## config.mk

```make
export PLATFORM = sky130hd
export DESIGN_NAME = count_ones_d
export DESIGN_NICKNAME = d
export VERILOG_FILES = /design/src/rtl/count_ones_d.sv
export SDC_FILE = /design/constraint.sdc
export NUM_CORES = 1
export LEC_CHECK = 0
export BUFFER_PORTS_ARGS = -buffer_cell sky130_fd_sc_hd__buf_4
export CAP_MARGIN = 10
export CORE_ASPECT_RATIO = 1.1
export CORE_UTILIZATION = 35
export DETAILED_ROUTE_END_ITERATION = 6
export PLACE_DENSITY_LB_ADDON = 0.3
export SYNTH_ARGS = -nofsm -noshare
export SYNTH_HDL_FRONTEND = slang
export SYNTH_SLANG_ARGS = --single-unit
```

## constraint.sdc

```tcl
create_clock -name clk -period 1.4 [get_ports clk]
set_input_delay 0.28 -clock clk [delete_from_list [all_inputs] [get_ports clk]]
set_output_delay 0.28 -clock clk [all_outputs]
set_load 0.02 [all_outputs]
```

## src/rtl/count_ones_d.sv

```systemverilog
// count_ones_d: serial popcount, one data bit per clock, result registered on bit_count.
// Define COUNT_ONES_EARLY_EXIT_EN to finish as soon as the remaining shifted word is zero.
module count_ones_d #(
  parameter int data_width  = 4,
  parameter int count_width = 3
) (
  output logic [count_width-1:0] bit_count,
  input  logic [data_width-1:0]  data,
  input  logic                   clk,
  input  logic                   reset
);
  localparam int IW = data_width > 1 ? $clog2(data_width) : 1;
  typedef enum logic {IDLE, COUNTING} state_t;
  state_t                 r_state;
  logic [data_width-1:0]  r_temp;
  logic [count_width-1:0] r_acc;
  logic [IW-1:0]          r_idx;
  logic [count_width-1:0] w_sum;
  logic                   w_last;
  assign w_sum = r_acc + count_width'(r_temp[0]);
`ifdef COUNT_ONES_EARLY_EXIT_EN
  assign w_last = (r_temp >> 1) == '0 || r_idx == IW'(data_width - 1);
`else
  assign w_last = r_idx == IW'(data_width - 1);
`endif
  always_ff @(posedge clk or negedge reset) begin
    if (!reset) begin
      r_state   <= IDLE;
      bit_count <= '0;
      r_acc     <= '0;
      r_temp    <= '0;
      r_idx     <= '0;
    end else if (r_state == IDLE) begin
      r_temp  <= data;
      r_acc   <= '0;
      r_idx   <= '0;
      r_state <= COUNTING;
    end else if (w_last) begin
      bit_count <= w_sum;
      r_state   <= IDLE;
    end else begin
      r_acc  <= w_sum;
      r_temp <= r_temp >> 1;
      r_idx  <= r_idx + IW'(1);
    end
  end
endmodule

```

; ---- Word level (Yosys, flattened, before mapping)
; Cells that the tools add are included.
[op_classes]
n_addsub = 2
n_eq_ne = 2
muxes = 8
reduce_logical = 1
[op_table]
columns = operator, n
row1 = $mux 4, 2
row2 = $mux 3, 2
row3 = $mux 2, 2
row4 = $add 3x1->3, 1
row5 = $add 2x1->2 const B, 1
row6 = $eq 2x2->1 const B, 1
row7 = $mux 1, 2
row8 = $ne 2x2->1 const B, 1
row9 = $reduce_and 2->1, 1
[word_totals]
regBits = 13
input_bits = 6
out_inout_bits = 3
word_cells = 18

; ---- Logic depth before layout (Yosys ltp)
[logic_depth]
word_depth = 3
ltp_mapped = 5
mapped_depth_nobuf = 5

; ---- Least setup slack after synthesis
; OpenSTA, ideal clock, no wires.
[synth_path]
kind = register -> register
startpoint = register r_idx[0]
endpoint = register r_acc[2]
setup_time_ps = 119
t_arrival_ps = 1097
t_required_ps = 1281
path_slack_ps = 184
stages_incl_launch_ff = 6
path_buffers = 1
period_less_slack_ps = 1216
path_cell_list = dfrtp_1 > ha_1 > buf_6 > nand2b_4 > xnor2_1 > and2_1
[synth_via]
elab_chain_len = 2
[synth_rtl]
columns = item, line_no
row1 = from (decl), 17  ; logic [IW-1:0] r_idx;
row2 = from (signal assigned), 44  ; r_idx <= r_idx + IW'(1);
row3 = $eq 2x2->1, 24  ; assign w_last = r_idx == IW'(data_width - 1);
row4 = $ne 2x2->1 (no line), n/a
row5 = to (signal assigned), 42  ; r_acc <= w_sum;
row6 = to (decl), 16  ; logic [count_width-1:0] r_acc;
; Every way passes these cells.
; A chain may end at the register's enable or synchronous reset.

; ---- Final worst setup path
[layout_path]
startpoint = register r_idx[0]
endpoint = register bit_count[0]
[layout_via]
elab_chain_len = 2
[layout_rtl]
columns = item, line_no
row1 = $eq 2x2->1, 24
row2 = $reduce_and 2->1 (no line), n/a
row3 = to (signal assigned), 39  ; bit_count <= w_sum;
row4 = to (decl), 7  ; output logic [count_width-1:0] bit_count,
; Every way passes these cells.

==> summary.txt <==
Status
  • Status: finished, final reports clean

Power
  • Total Power: 0.756 mW
  • Internal power: 0.575 mW
  • PD cells: 1040 nW/um2
  • Psw: around 0.18 mW
  • Leak Pwr: 0.380 nW
  • Peak supply drop: ~0.78 mV
  • Net Sw Frac: 0.240
  • Clock Power Share: 0.298
  • Seq pwr share: 0.548
  • Share of total power in combinational logic: 0.154

Cells and area
  • NumNets Final: 71
  • Final std cells w/o fill: 78
  • Diodes inserted: 0
  • Layout cells sized above 1: 0.311
  • Fin util: 0.456
  • Area grow syn2layout: 21.0%
  • Design area: 727 um2

Global route
  • Antenna violations before repair: 0
  • Vias in the first global route: 364
  • Largest net degree at the start of global routing: 14
  • Gr ovfl total: 0
  • Gr usage total: 0.115
  • First-pass GRT wire length: 1500 um

Timing
  • Hold slack: 242 ps
  • Final period demand of the worst path: between 1000 and 1500 ps
  • Fmax: 788 MHz
  • Final worst slack: around 130 ps
  • Worst rel slew slack: 0.810
  • Worst-margin pin slew: 284 ps
  • RSZ-0062 raised after global routing: false
  • Final Hold Fails: 0
  • Ratio of final minimum period to clock period: 0.906
  • Slew Limit Fails: 0
  • Final Setup Violations: 0
  • Worst Clk Skew: 3.82 ps
  • Sum Neg Setup Slack: 0 ps

Synth
  • Synth Register Bits: 13
  • Sequential cell area fraction in the yosys report: 0.542
  • Leading area contributor after synthesis: dfrtp_1
  • Count leader, synth: dfrtp_1
  • Synth top cells by count: 13 x dfrtp_1, 6 x mux2i_1
  • Synthesized area per cell: 12.8 um2
  • Async set or reset register ratio after synthesis: 1.00
  • Synthesized Nets: 56
  • Warnings from Yosys: 0
  • EDFF count, synth: 0
  • Share of the synthesized area in the top cell type: 0.542
  • Synth Instances: 47
  • Distinct cells, synth: 17
  • Syn Std Cell Area: 601 um2
  • Area contributors post-synth: dfrtp_1 54%, mux2i_1 10%, ha_1 6.3%
  • Top_reg_cell synth: dfrtp_1

Critical path
  • Critical path type: reg2reg
  • R2r setup slk: 130 ps
  • Crit Path Max Fanout: 10
  • Critical path required time: 1560 ps
  • Crit path DAT: 1430 ps
  • Critical Path Source Type: register
  • CP endpoint kind: register

Routing
  • Total Wirelength: 827 um
  • Routed len/inst: 10.6 um
  • DR vias: 359
  • First DRT Iteration DRCs: 1
  • Post-route DRC: 0
  • DR pass1 iterations: 2
  • Via density: around 4.6
  • Final ANT Viol Nets: 0

Clock network
  • Clk slew on worst S/H paths: 70 ps
  • CTS tree: done
  • Clock sinks: 13
  • Htree depth: 1
  • Deepest clock path buffer count: 2
  • # Post-CTS Setup Buffers: 0
  • Total CTS buffers: 3
  • Root Buffer: clkbuf_4
  • Clock latency on the worst-skew pair: 270 ps

Floorplan
  • Die Span X: 41.5 um
  • I/O pin cnt: 9
  • Core area: 1600 um2
  • Std-Cell Rows: 15
  • Starting Density: 0.376
  • Die Y: between 40 and 50 um
  • DIE AREA: roughly 1900 um2

Placed design
  • Setup WS pre-CTS: -25.1 ps
  • Placement Cell Area: about 700 um2
  • Placed Cells: 73
  • PortBufs: 8
  • GP Congestion: 0.668

Min path
  • Hold crit path type: in2reg

Flow run
  • Total of max-cap violations: 0
[critical path, cell delays in order (launching register included)]
cell,delay [ps]
dfrtp_1,370
ha_2,360
nand2_4,110
mux2_4,310
[repair_timing]
action,CTS,global route
endpoints found under the hold margin,13,0
resized for setup,1,0
endpoints found under the setup margin,4,0
hold buffers,1,0
[cells in the final DEF, fill, tap and decap left out, types with 2 or more instances in the layout]
master,count
a21oi_1,3
nor2_1,3
clkbuf_4,3
dfrtp_1,13
o21ai_0,2
mux2_4,2
ha_1,2
and2_1,2
xnor2_1,3
mux2i_1,6
nor2b_1,3
buf_4,11
[layout make-up]
class / instances / area [um2]
clock buffer: 4 / 26.3
sequential: 13 / 325
inverter: 1 / 3.75
fill: 139 / 868
tap: 17 / 21.3
timing repair buffer: 12 / 92.6
multi-input combinational: 31 / 258
[state kept, by name (all words and copies together), names as in the netlist]
signal and flops:
r_acc 3, r_state 1, r_temp 4, r_idx 2
bit_count 3
[power by group through the flow]
| stage | sequential (mW) | combinational (mW) | clock (mW) |
|---|---|---|---|
| floorplan | 0.441 | 0.0464 | 0 |
| global placement | 0.422 | 0.114 | 0 |
| detailed placement | 0.422 | 0.115 | 0 |
| CTS | 0.415 | 0.118 | 0.237 |
| global route | 0.419 | 0.129 | 0.254 |
| finish | 0.414 | 0.117 | 0.225 |
[logic make-up after synthesis]
| kind of cell | Yosys count | share of synthesized area |
|---|---|---|
| AOI/OAI and AO/OA | 5 | 0.0417 |
| buffers and inverters | 3 | 0.0333 |
| muxes | 8 | 0.150 |
| DFF | 13 | 0.542 |
| and+or+nand+nor | 12 | 0.127 |
| xor gates and xnor gates | 3 | 0.0438 |
| adders and majority gates | 3 | 0.0625 |
[layer usage]
| layer | track usage | vias up | part of all wire |
|---|---|---|---|
| li1 | - | 184 | - |
| met1 | 0.134 | 160 | 0.49 |
| met2 | 0.166 | 11 | 0.41 |
| met3 | 0.0595 | 4 | 0.064 |
| met4 | 0.0774 | 0 | 0.028 |
| met5 | 0 | - | 0 |
[path summary, 6_finish.rpt]
| path | start | to | cells past startpoint |
|---|---|---|---|
| setup / recovery | r_idx[0]$_DFFE_PN0N_ | bit_count[0]$_DFFE_PN0P_ | 3 |
| hold / removal | data[3] | r_temp[3]$_DFFE_PN0N_ | 3 |
| min in group asynchronous | reset | r_idx[0]$_DFFE_PN0N_ | 2 |
| hold reg to reg | bit_count[2]$_DFFE_PN0P_ | bit_count[2]$_DFFE_PN0P_ | 2 |
| max in group asynchronous | reset | bit_count[0]$_DFFE_PN0P_ | 2 |
| setup reg to reg | r_idx[0]$_DFFE_PN0N_ | bit_count[0]$_DFFE_PN0P_ | 3 |
Power figures use the tool's default switching activity.
